**src/rtl/elastic_reg_pkg.sv**
```systemverilog
// elastic_reg_pkg: shared FSM state type and stall counter width for elastic_reg_rtl
package elastic_reg_pkg;
  typedef enum logic [1:0] {EMPTY, HALF, FULL} elastic_state_t;
  localparam int STALL_CNT_W = 16;
endpackage

```
**src/rtl/en_reg_rtl.sv**
```systemverilog
// en_reg_rtl: enable register, ports clk rst en d q; loads RESET_VAL on rst, holds q unless en
module en_reg_rtl #(
  parameter int WIDTH = 8,
  parameter logic [WIDTH-1:0] RESET_VAL = '0
) (
  input  logic             clk,
  input  logic             rst,
  input  logic             en,
  input  logic [WIDTH-1:0] d,
  output logic [WIDTH-1:0] q
);
  always_ff @(posedge clk)
    if (rst) q <= RESET_VAL;
    else if (en) q <= d;
endmodule

```
**src/rtl/elastic_reg_rtl.sv**
```systemverilog
// elastic_reg_rtl: val/rdy elastic register with 2-entry skid (clk rst flush, in_val/in_rdy/in_msg, out_val/out_rdy/out_msg, occupancy; stall_cnt when ELASTIC_REG_STALL_CNT_EN)
module elastic_reg_rtl import elastic_reg_pkg::*; #(
  parameter int WIDTH = 8,
  parameter logic [WIDTH-1:0] RESET_VAL = '0
) (
  input  logic                   clk,
  input  logic                   rst,
  input  logic                   flush,
  input  logic                   in_val,
  output logic                   in_rdy,
  input  logic [WIDTH-1:0]       in_msg,
  output logic                   out_val,
  input  logic                   out_rdy,
  output logic [WIDTH-1:0]       out_msg,
  output logic [1:0]             occupancy
`ifdef ELASTIC_REG_STALL_CNT_EN
  ,
  output logic [STALL_CNT_W-1:0] stall_cnt
`endif
);
  elastic_state_t state_q, state_d;
  logic enq, deq, main_en, skid_en;
  logic [WIDTH-1:0] main_d, skid_q;
  always_comb begin
    in_rdy = (state_q != FULL) && !rst;
    out_val = state_q != EMPTY;
    occupancy = state_q == FULL ? 2'd2 : state_q == HALF ? 2'd1 : 2'd0;
    enq = in_val && in_rdy;
    deq = out_val && out_rdy;
    main_en = !flush && ((state_q == EMPTY && enq) || (state_q == HALF && enq && deq) || (state_q == FULL && deq));
    skid_en = !flush && state_q == HALF && enq && !deq;
    main_d = state_q == FULL ? skid_q : in_msg;
    state_d = flush ? EMPTY :
              state_q == EMPTY ? (enq ? HALF : EMPTY) :
              state_q == HALF ? (enq && !deq ? FULL : !enq && deq ? EMPTY : HALF) :
              (deq ? HALF : FULL);
  end
  always_ff @(posedge clk)
    if (rst) state_q <= EMPTY;
    else state_q <= state_d;
  en_reg_rtl #(.WIDTH(WIDTH), .RESET_VAL(RESET_VAL)) u_main (
    .clk(clk), .rst(rst), .en(main_en), .d(main_d), .q(out_msg)
  );
  en_reg_rtl #(.WIDTH(WIDTH), .RESET_VAL(RESET_VAL)) u_skid (
    .clk(clk), .rst(rst), .en(skid_en), .d(in_msg), .q(skid_q)
  );
`ifdef ELASTIC_REG_STALL_CNT_EN
  always_ff @(posedge clk)
    if (rst || flush) stall_cnt <= '0;
    else if (out_val && !out_rdy && stall_cnt != '1) stall_cnt <= stall_cnt + 1'b1;
`endif
endmodule

```
**config.mk**
```make
export PLATFORM = sky130hd
export DESIGN_NAME = elastic_reg_rtl
export DESIGN_NICKNAME = d
export VERILOG_FILES = /design/src/rtl/elastic_reg_pkg.sv /design/src/rtl/en_reg_rtl.sv /design/src/rtl/elastic_reg_rtl.sv
export SDC_FILE = /design/constraint.sdc
export NUM_CORES = 1
export LEC_CHECK = 0
export BUFFER_PORTS_ARGS = -buffer_cell sky130_fd_sc_hd__buf_2
export CORE_UTILIZATION = 50
export DETAILED_ROUTE_END_ITERATION = 8
export GPL_TIMING_DRIVEN = 0
export PLACE_DENSITY = 0.8
export SLEW_MARGIN = 15
export SYNTH_ARGS = -nofsm -noshare
export SYNTH_HDL_FRONTEND = slang
export SYNTH_SLANG_ARGS = --single-unit
```
**constraint.sdc**
```tcl
create_clock -name clk -period 2 [get_ports clk]
set_input_delay 0.2 -clock clk [delete_from_list [all_inputs] [get_ports clk]]
set_output_delay 0.2 -clock clk [all_outputs]
set_load 0.05 [all_outputs]
```
==> results of run 1 <==
power by group through the flow:
| stage | clock (mW) | sequential, mW | combinational, mW |
|---|---|---|---|
| floorplan | 0 | 0.407 | 0.0554 |
| finish | 0.182 | 0.372 | 0.121 |
| global route | 0.204 | 0.373 | 0.131 |
| CTS | 0.183 | 0.372 | 0.122 |
| detailed placement | 0 | 0.380 | 0.121 |
| global placement | 0 | 0.380 | 0.119 |
cells in the mapped netlist:
cell | n | share of area (%)
dfxtp_1 | 18 | 39
nand2_1 | 10 | 4.0
a21oi_1 | 9 | 4.8
mux2i_1 | 8 | 8.6
nand3_1 | 8 | 4.3
o211ai_1 | 8 | 6.4
o21ai_0 | 8 | 4.3
or3b_2 | 8 | 7.5
clkbuf_1 | 6 | 2.4
nor2b_1 | 3 | 2.0
nor2_1 | 2 | 0.80
nor3_1 | 2 | 1.1
or4b_1 | 2 | 2.1
a31o_1 | 1 | 0.94
and2b_2 | 1 | 0.94
buf_1 | 1 | 0.40
buf_2 | 1 | 0.54
buf_6 | 1 | 1.2
ha_1 | 1 | 1.3
inv_1 | 1 | 0.40
nand2b_1 | 1 | 0.67
nand3b_1 | 1 | 0.80
nand4bb_1 | 1 | 1.2
nor4b_4 | 1 | 2.5
o21a_1 | 1 | 0.80
o21ai_1 | 1 | 0.54
or2_2 | 1 | 0.67
area by class of cell:
| class | instances | area (um^2) |
|---|---|---|
| Timing Repair Buffer | 24 | 120 |
| Inverter | 1 | 3.75 |
| Clock buffer | 3 | 22.5 |
| Sequential cell | 18 | 360 |
| Tap cell | 25 | 31.3 |
| Multi-Input combinational cell | 78 | 527 |
| Buffer | 9 | 42.5 |
| Fill cell | 165 | 638 |
state kept, by name (all words and copies together) (netlist names):
| name | cells |
|---|---|
| state_q | 2 |
| u_main.q | 8 |
| u_skid.q | 8 |
cells by family after synthesis:
| logic type | after synthesis | synth area share (%) |
|---|---|---|
| mux | 8 | 8.58 |
| simple gates | 41 | 28.7 |
| flops | 18 | 38.6 |
| buf+inv | 10 | 4.96 |
| fa+ha+maj | 1 | 1.34 |
| compound gates | 28 | 17.8 |
worst max path at each step:
stage                          startpoint  slack [ps]  depth (start not counted)                    end
floorplan           state_q[1]$_SDFF_PP0_          10                          7  state_q[0]$_SDFF_PP0_
global placement    state_q[1]$_SDFF_PP0_         210                          7  state_q[0]$_SDFF_PP0_
detailed placement  state_q[1]$_SDFF_PP0_         180                          7  state_q[0]$_SDFF_PP0_
CTS                 state_q[1]$_SDFF_PP0_         150                          3           occupancy[1]
global route        state_q[1]$_SDFF_PP0_          10                          7  state_q[0]$_SDFF_PP0_
finish              state_q[1]$_SDFF_PP0_         140                          3           occupancy[1]
layer usage:
layer	vias to the layer above	global-route usage [%]	wire length, um
met1	397	32.2	922
li1	443	-	-
met4	0	9.70	34
met3	5	3.60	96
met5	-	0	0
met2	30	37.7	975
through the flow:
stage                     area, um^2  hold slack [ps]
after detailed placement        1080              451
final                           1110              150
after CTS                       1110              156
after global placement          1080              442
after floorplan                  933              277
after global routing            1110              157
==> impl_metrics.csv, run 1 <==
group,metric,value,unit
synthesis,syn_inst,106,
sta,worst_slew_pin_slew,467,ps
clock_tree,clock_sinks,18,
power,swShare,29.2,%
sta,timing.final.crit_share,93.0,%
power,netSwitchingPower,0.197,mW
power,p_int,0.477,mW
power,peakVddDrop,0.289,mV
sta,maxSlewViolCount,0,
placement,dp.cells,155,
clock_tree,cts.repair.resized,0,
floorplanning,rows,15,
placement,dp_hpwl,1510,um
placement,port_buffers,24,
worst_setup_path,cp_data_required_time,1800,ps
detailed_routing,drc,0,
floorplanning,die_area,2040,um^2
detailed_routing,firstDrtPassIters,4,
worst_setup_path,r2r_slack,170,ps
detailed_routing,wl_per_cell,12.8,um
sta,finalSetupTns,0,ps
cells_and_area,fin_util,63.4,%
clock_tree,cts_root_buf,"clkbuf_4",
synthesis,synth-seq-cells,18,
min_path,hp-start,"flush",
global_routing,antenna_found_initial,0,
cells_and_area,area_delta_synth_final,18.6,%
min_path,min_path_cells,2,
cells_and_area,final_common_cell,"buf_2",
synthesis,syn_area_per_cell,8.81,um^2
power,seqPwrFrac,55.2,%
synthesis,ys_seq_area_share,38.6,%
power,leakagePower,0.463,nW
clock_tree,h-tree-depth,1,
synthesis,ys_types,27,
clock_tree,clkLatencyLatePin,290,ps
detailed_routing,ant_nets,0,
flow_run,max-cap-violations,0,
global_routing,grt_first_pass_wirelength,3460,um
floorplanning,ioPinCount,25,
global_routing,grt_max_degree,11,
power,p_comb_share,17.9,%
sta,max_slew_margin,68.7,%
worst_setup_path,crit_type,"reg -> out",
floorplanning,coreArea,1750,um^2
sta,layout_setup_ws,139,ps
clock_tree,cts_buffers,3,
power,p_per_area,609,nW/um^2
detailed_routing,wl,2030,um
worst_setup_path,cp_max_fo,10,
global_routing,grt_pass1_vias,787,
min_path,hold_end,"state_q[1]$_SDFF_PP0_",
worst_setup_path,cp-start-kind,"flop",
sta,final-hold-violation-count,0,
synthesis,syn-num-nets,120,
detailed_routing,initialDrtViolationCount,14,
power,power,0.674,mW
placement,place_congestion,0.800,
global_routing,grt-ovfl-total,0,
cells_and_area,final_cells,158,
detailed_routing,avgViaCountPerCell,5.54,
worst_setup_path,critical_path_arrival,1660,ps
clock_tree,clkTransAtPathRegs,100,ps
floorplanning,die_w,45.2,um
cells_and_area,final_cell_mix,"buf_2, dfxtp_1, nand2_1",
power,clockPowerShare,26.9,%
cells_and_area,insertedDiodeCount,0,
cells_and_area,drive_gt1_share,30.1,%
worst_setup_path,crit_family,"buffers and inverters",
worst_setup_path,cp-end-kind,"primary output",
min_path,hp-class,"in -> reg",
clock_tree,cts_setup_buffers,0,
worst_setup_path,r2r_cells,7,
clock_tree,hold_buffers,0,
sta,fin_crit,1860,ps
synthesis,synth_warnings,0,
global_routing,track_usage,23.8,%
cells_and_area,fin_nets,149,
detailed_routing,num_vias,875,
status,status,"completed",
sta,setup_viol,0,
clock_tree,clock_path_buffers,2,
floorplanning,initial_core_util,53.5,%
floorplanning,die_h,45.2,um
placement,post-place-ws,183,ps
sta,fmax,537,MHz
synthesis,syn_area,933,um^2
sta,rsz0062_at_grt,"no",
worst_setup_path,critPathMaxStageDelay,460,ps
clock_tree,cts_tree,"done",
worst_setup_path,regToRegEndpoint,"state_q[0]$_SDFF_PP0_",
worst_setup_path,cp_num_buf_inv,2,
worst_setup_path,cp_slowest_cell,"dfxtp_1",
sta,clock_skew,2.34,ps
worst_setup_path,critical_path.cell_chain,"and2b_2, clkbuf_1, buf_2",
worst_setup_path,r2r_start,"state_q[1]$_SDFF_PP0_",
(Power assumes the default switching activity.)
==> run 2, diff against run 1 <==
- clock period: 2 -> 1.9 ns (I/O delays scaled with it)
==> run 2 against run 1 <==
  * First-iteration DRC count shrank 14%
  * Combinational power grew 5%
  * Non-clock buffer count is the same
  * Flip-flop and latch count is the same
  * Hold slack gained 1.6 ps
  * Setup slack lost 4.7 ps
  * Critical path depth is the same
  * Count of clock-buffer cells in the layout is the same
  * Die area is the same
  * Cell count is the same
  * Utilization grew 0.072 points
  * Register-to-register slack gained 20 ps
  * Critical endpoint is now occupancy[0]
  * Highest routed layer unchanged
==> impl_metrics.csv, run 2 (synthesis gave the netlist of run 1 again) <==
group,metric,value,unit
clock_tree,cts_setup_buffers,0,
global_routing,grt_first_pass_wirelength,3530,um
placement,port_buffers,24,
sta,worst_slew_pin_slew,459,ps
cells_and_area,area_delta_synth_final,18.8,%
detailed_routing,wl,2030,um
power,seqPwrFrac,55.5,%
sta,final-hold-violation-count,0,
power,p_comb_share,18.0,%
detailed_routing,ant_nets,0,
status,status,"completed",
worst_setup_path,cp_data_required_time,1710,ps
clock_tree,clkLatencyLatePin,290,ps
cells_and_area,seq_area,360,um^2
cells_and_area,fin_nets,149,
floorplanning,die_w,45.2,um
cells_and_area,reg_top3,"u_main.q x8, u_skid.q x8, state_q x2",
global_routing,grt-ovfl-total,0,
floorplanning,die_h,45.2,um
cells_and_area,drive_gt1_share,30.8,%
clock_tree,h-tree-depth,1,
detailed_routing,wl_per_cell,12.8,um
cells_and_area,final_common_cell,"buf_2",
clock_tree,hold_buffers,0,
sta,maxSlewViolCount,0,
placement,dp_hpwl,1510,um
flow_run,max-cap-violations,0,
detailed_routing,num_vias,860,
floorplanning,rows,15,
placement,dp.cells,155,
worst_setup_path,cp-end-kind,"primary output",
placement,place_congestion,0.864,
sta,setup_viol,0,
clock_tree,clock_sinks,18,
sta,hold_ws,152,ps
power,p_int,0.502,mW
worst_setup_path,critical_path_arrival,1580,ps
detailed_routing,avgViaCountPerCell,5.44,
clock_tree,cts_root_buf,"clkbuf_4",
detailed_routing,initialDrtViolationCount,12,
worst_setup_path,cp_max_fo,10,
clock_tree,cts.repair.resized,0,
sta,timing.final.crit_share,92.9,%
cells_and_area,insertedDiodeCount,0,
cells_and_area,final_cell_mix,"buf_2, dfxtp_1, nand2_1",
floorplanning,coreArea,1750,um^2
power,clockPowerShare,26.5,%
clock_tree,clock_path_buffers,2,
global_routing,track_usage,24.1,%
sta,rsz0062_at_grt,"no",
worst_setup_path,crit_type,"reg -> out",
floorplanning,ioPinCount,25,
global_routing,grt_max_degree,11,
clock_tree,clkTransAtPathRegs,100,ps
detailed_routing,drc,0,
global_routing,grt_pass1_vias,825,
power,p_per_area,636,nW/um^2
sta,fin_crit,1770,ps
power,netSwitchingPower,0.203,mW
sta,clock_skew,2.28,ps
clock_tree,cts_buffers,3,
sta,finalSetupTns,0,ps
clock_tree,cts_tree,"done",
floorplanning,initial_core_util,53.5,%
cells_and_area,fillers,172,
worst_setup_path,cp-start-kind,"flop",
sta,max_slew_margin,69.3,%
power,swShare,28.8,%
power,leakagePower,0.466,nW
sta,fmax,566,MHz
cells_and_area,final_cells,158,
power,peakVddDrop,0.387,mV
global_routing,antenna_found_initial,0,
cells_and_area,multi_input_comb_area,527,um^2
detailed_routing,firstDrtPassIters,4,
floorplanning,die_area,2040,um^2
min_path,hp-class,"in -> reg",
-- run 2: changes by cell type in the layout (fill, tap and decap cells not counted) --
cell      previous run  this run
clkbuf_1             6         5
clkbuf_2             0         1
-- run 2: metrics by stage --
stage	utilization, %	setup WS [ps]	total power [mW]	cell area [um^2]
2_1_floorplan	-	94.9	0.487	935
3_3_place_gp	62.2	265	0.525	1090
3_5_place_dp	62.2	210	0.528	1090
4_1_cts	63.5	144	0.712	1110
5_1_grt	63.5	13.8	0.735	1110
6_report	63.5	134	0.705	1110
-- run 2: path summary, 6_finish.rpt --
kind,start,slack [ps],end,cells past startpoint
worst min-delay path,in_msg[5],150,u_skid.q[5]$_SDFFE_PP0P_,3
worst min register to register,u_main.q[7]$_SDFFE_PP0P_,460,u_main.q[7]$_SDFFE_PP0P_,2
worst max register to register,state_q[0]$_SDFF_PP0_,190,state_q[0]$_SDFF_PP0_,7
worst max-delay path,state_q[0]$_SDFF_PP0_,130,occupancy[0],3
-- run 2: area by class of cell --
type | instances | share of cell area [%]
multi-input cells | 78 | 47.5
flip-flops and latches | 18 | 32.5
repair buffers | 24 | 10.8
plain buffers | 9 | 3.95
well taps | 25 | 2.82
clock buffers | 3 | 2.03
inverters | 1 | 0.339
-- run 2: power groups by stage --
| stage | logic (mW) | clock network (mW) | registers, mW |
|---|---|---|---|
| 6_report | 0.127 | 0.187 | 0.391 |
| 3_3_place_gp | 0.126 | 0 | 0.400 |
| 3_5_place_dp | 0.127 | 0 | 0.400 |
| 4_1_cts | 0.128 | 0.193 | 0.392 |
| 2_1_floorplan | 0.0584 | 0 | 0.428 |
| 5_1_grt | 0.138 | 0.204 | 0.393 |
-- run 2: critical path, stage by stage (launching register included) --
cell,delay [ps]
dfxtp_1,460
clkbuf_1,320
nor2b_1,220
buf_2,290
-- run 2: per-layer routing --
metal	up-vias	share of wire [%]	global-route usage, %	wire, um
li1	442	-	-	-
met3	5	4.6	4.00	93
met1	390	47	31.0	946
met5	-	0	0	0
met2	23	47	40.0	951
met4	0	1.8	9.09	36
==> run 3, diff against run 2 <==
- CTS_CLUSTER_SIZE: not set -> 24
- PLACE_DENSITY: 0.8 -> 0.88
==> run 3 against run 2 <==
  * Clock skew decreased by 1.1 ps
  * Routed wire length decreased by 0.59%
  * Maximum frequency increased by 0.36%
  * Cell count increased by 0.63%
  * Utilization increased by 0.86 points
  * Combinational power about the same
  * Register-to-register slack improved by 20 ps
  * Hold slack got worse by 16 ps
==> impl_metrics.csv, run 3 (synthesis gave the netlist of run 1 again) <==
group,metric,value,unit
sta,fin_crit,1760,ps
power,leakagePower,0.477,nW
flow_run,max-cap-violations,0,
floorplanning,die_w,45.2,um
worst_setup_path,cp_data_required_time,1710,ps
detailed_routing,wl,2020,um
min_path,hp-class,"in -> reg",
sta,finalSetupTns,0,ps
global_routing,grt_first_pass_wirelength,3390,um
detailed_routing,wl_per_cell,12.7,um
placement,port_buffers,24,
worst_setup_path,critical_path_arrival,1570,ps
worst_setup_path,cp-end-kind,"primary output",
cells_and_area,fin_util,64.4,%
sta,fmax,568,MHz
global_routing,grt-ovfl-total,0,
cells_and_area,final_cells,159,
status,status,"completed",
sta,rsz0062_at_grt,"no",
clock_tree,clkLatencyLatePin,300,ps
clock_tree,clock_path_buffers,2,
detailed_routing,ant_nets,0,
sta,clock_skew,1.16,ps
power,p_per_area,678,nW/um^2
placement,dp_hpwl,1490,um
placement,post-place-ws,211,ps
floorplanning,coreArea,1750,um^2
clock_tree,clock_sinks,18,
worst_setup_path,cp_max_fo,10,
cells_and_area,drive_gt1_share,32.1,%
clock_tree,h-tree-depth,1,
detailed_routing,num_vias,859,
power,peakVddDrop,0.557,mV
floorplanning,ioPinCount,25,
global_routing,track_usage,23.6,%
detailed_routing,drc,0,
clock_tree,cts_root_buf,"clkbuf_4",
floorplanning,initial_core_util,53.5,%
cells_and_area,insertedDiodeCount,0,
sta,worst_slew_pin_slew,486,ps
cells_and_area,fin_nets,149,
sta,timing.final.crit_share,92.6,%
cells_and_area,multi_input_comb_area,527,um^2
sta,maxSlewViolCount,0,
clock_tree,cts_tree,"done",
floorplanning,die_area,2040,um^2
sta,max_slew_margin,67.4,%
clock_tree,cts_buffers,3,
placement,dp.cells,155,
sta,setup_viol,0,
clock_tree,hold_buffers,0,
clock_tree,clkTransAtPathRegs,110,ps
placement,place_congestion,0.821,
worst_setup_path,crit_type,"reg -> out",
global_routing,antenna_found_initial,0,
floorplanning,rows,15,
cells_and_area,reg_top3,"u_main.q x8, u_skid.q x8, state_q x2",
sta,layout_setup_ws,141,ps
cells_and_area,final_cell_mix,"buf_2, dfxtp_1, nand2_1",
global_routing,grt_pass1_vias,761,
cells_and_area,seq_area,360,um^2
detailed_routing,avgViaCountPerCell,5.40,
cells_and_area,area_delta_synth_final,20.4,%
floorplanning,die_h,45.2,um
detailed_routing,firstDrtPassIters,4,
global_routing,grt_max_degree,11,
power,power,0.762,mW
cells_and_area,fillers,171,
sta,final-hold-violation-count,0,
worst_setup_path,cp-start-kind,"flop",
cells_and_area,final_common_cell,"buf_2",
detailed_routing,initialDrtViolationCount,23,
[run 3: changes by cell type in the layout (fill, tap and decap cells not counted), sizes merged]
| cell | change |
|---|---|
| clkbuf | +1 |
[run 3: worst paths after layout]
path / start / to / slack (ps) / cells after the start
worst max-delay path: state_q[0]$_SDFF_PP0_ / in_rdy / 140 / 4
worst max register to register: state_q[0]$_SDFF_PP0_ / state_q[0]$_SDFF_PP0_ / 210 / 7
worst min-delay path: flush / state_q[1]$_SDFF_PP0_ / 140 / 2
worst min register to register: u_main.q[6]$_SDFFE_PP0P_ / u_main.q[6]$_SDFFE_PP0P_ / 460 / 2
[run 3: cell type report]
class	instances	area share (%)
inverter	1	0.334
timing repair buffer	24	10.7
tap	25	2.78
buffer	9	4.01
multi-input combinational	78	46.9
clock buffer	4	3.23
sequential	18	32.1
[run 3: metrics by stage]
stage,area (um^2),hold WS [ps]
after detailed placement,1090,448
after global routing,1120,123
after global placement,1090,442
final,1120,136
after CTS,1120,137
after floorplan,935,267
[run 3: timing repair]
| action | in CTS | in global routing |
|---|---|---|
| setup buffers | 0 | 0 |
| resized for setup | 0 | 2 |
| setup endpoints to repair | 0 | 1 |
[run 3: power breakdown]
part	leakage, nW	internal (mW)	switching, mW
Clock	0.0210	0.117	0.127
Combinational	0.310	0.0417	0.0847
Sequential	0.146	0.387	0.00496
[run 3: critical path: stages, from the launching register on]
cell and delay (ps):
dfxtp_1 450, and2b_2 250, clkbuf_2 190, nor2_1 110
buf_2 270
[run 3: routing by layer]
metal	part of all wire (%)	up-vias	track usage (%)	routed length, um
li1	-	440	-	-
met1	44	372	29.0	893
met2	45	42	38.0	907
met3	8.3	5	5.20	167
met4	2.3	0	12.7	46
met5	0	-	0	0
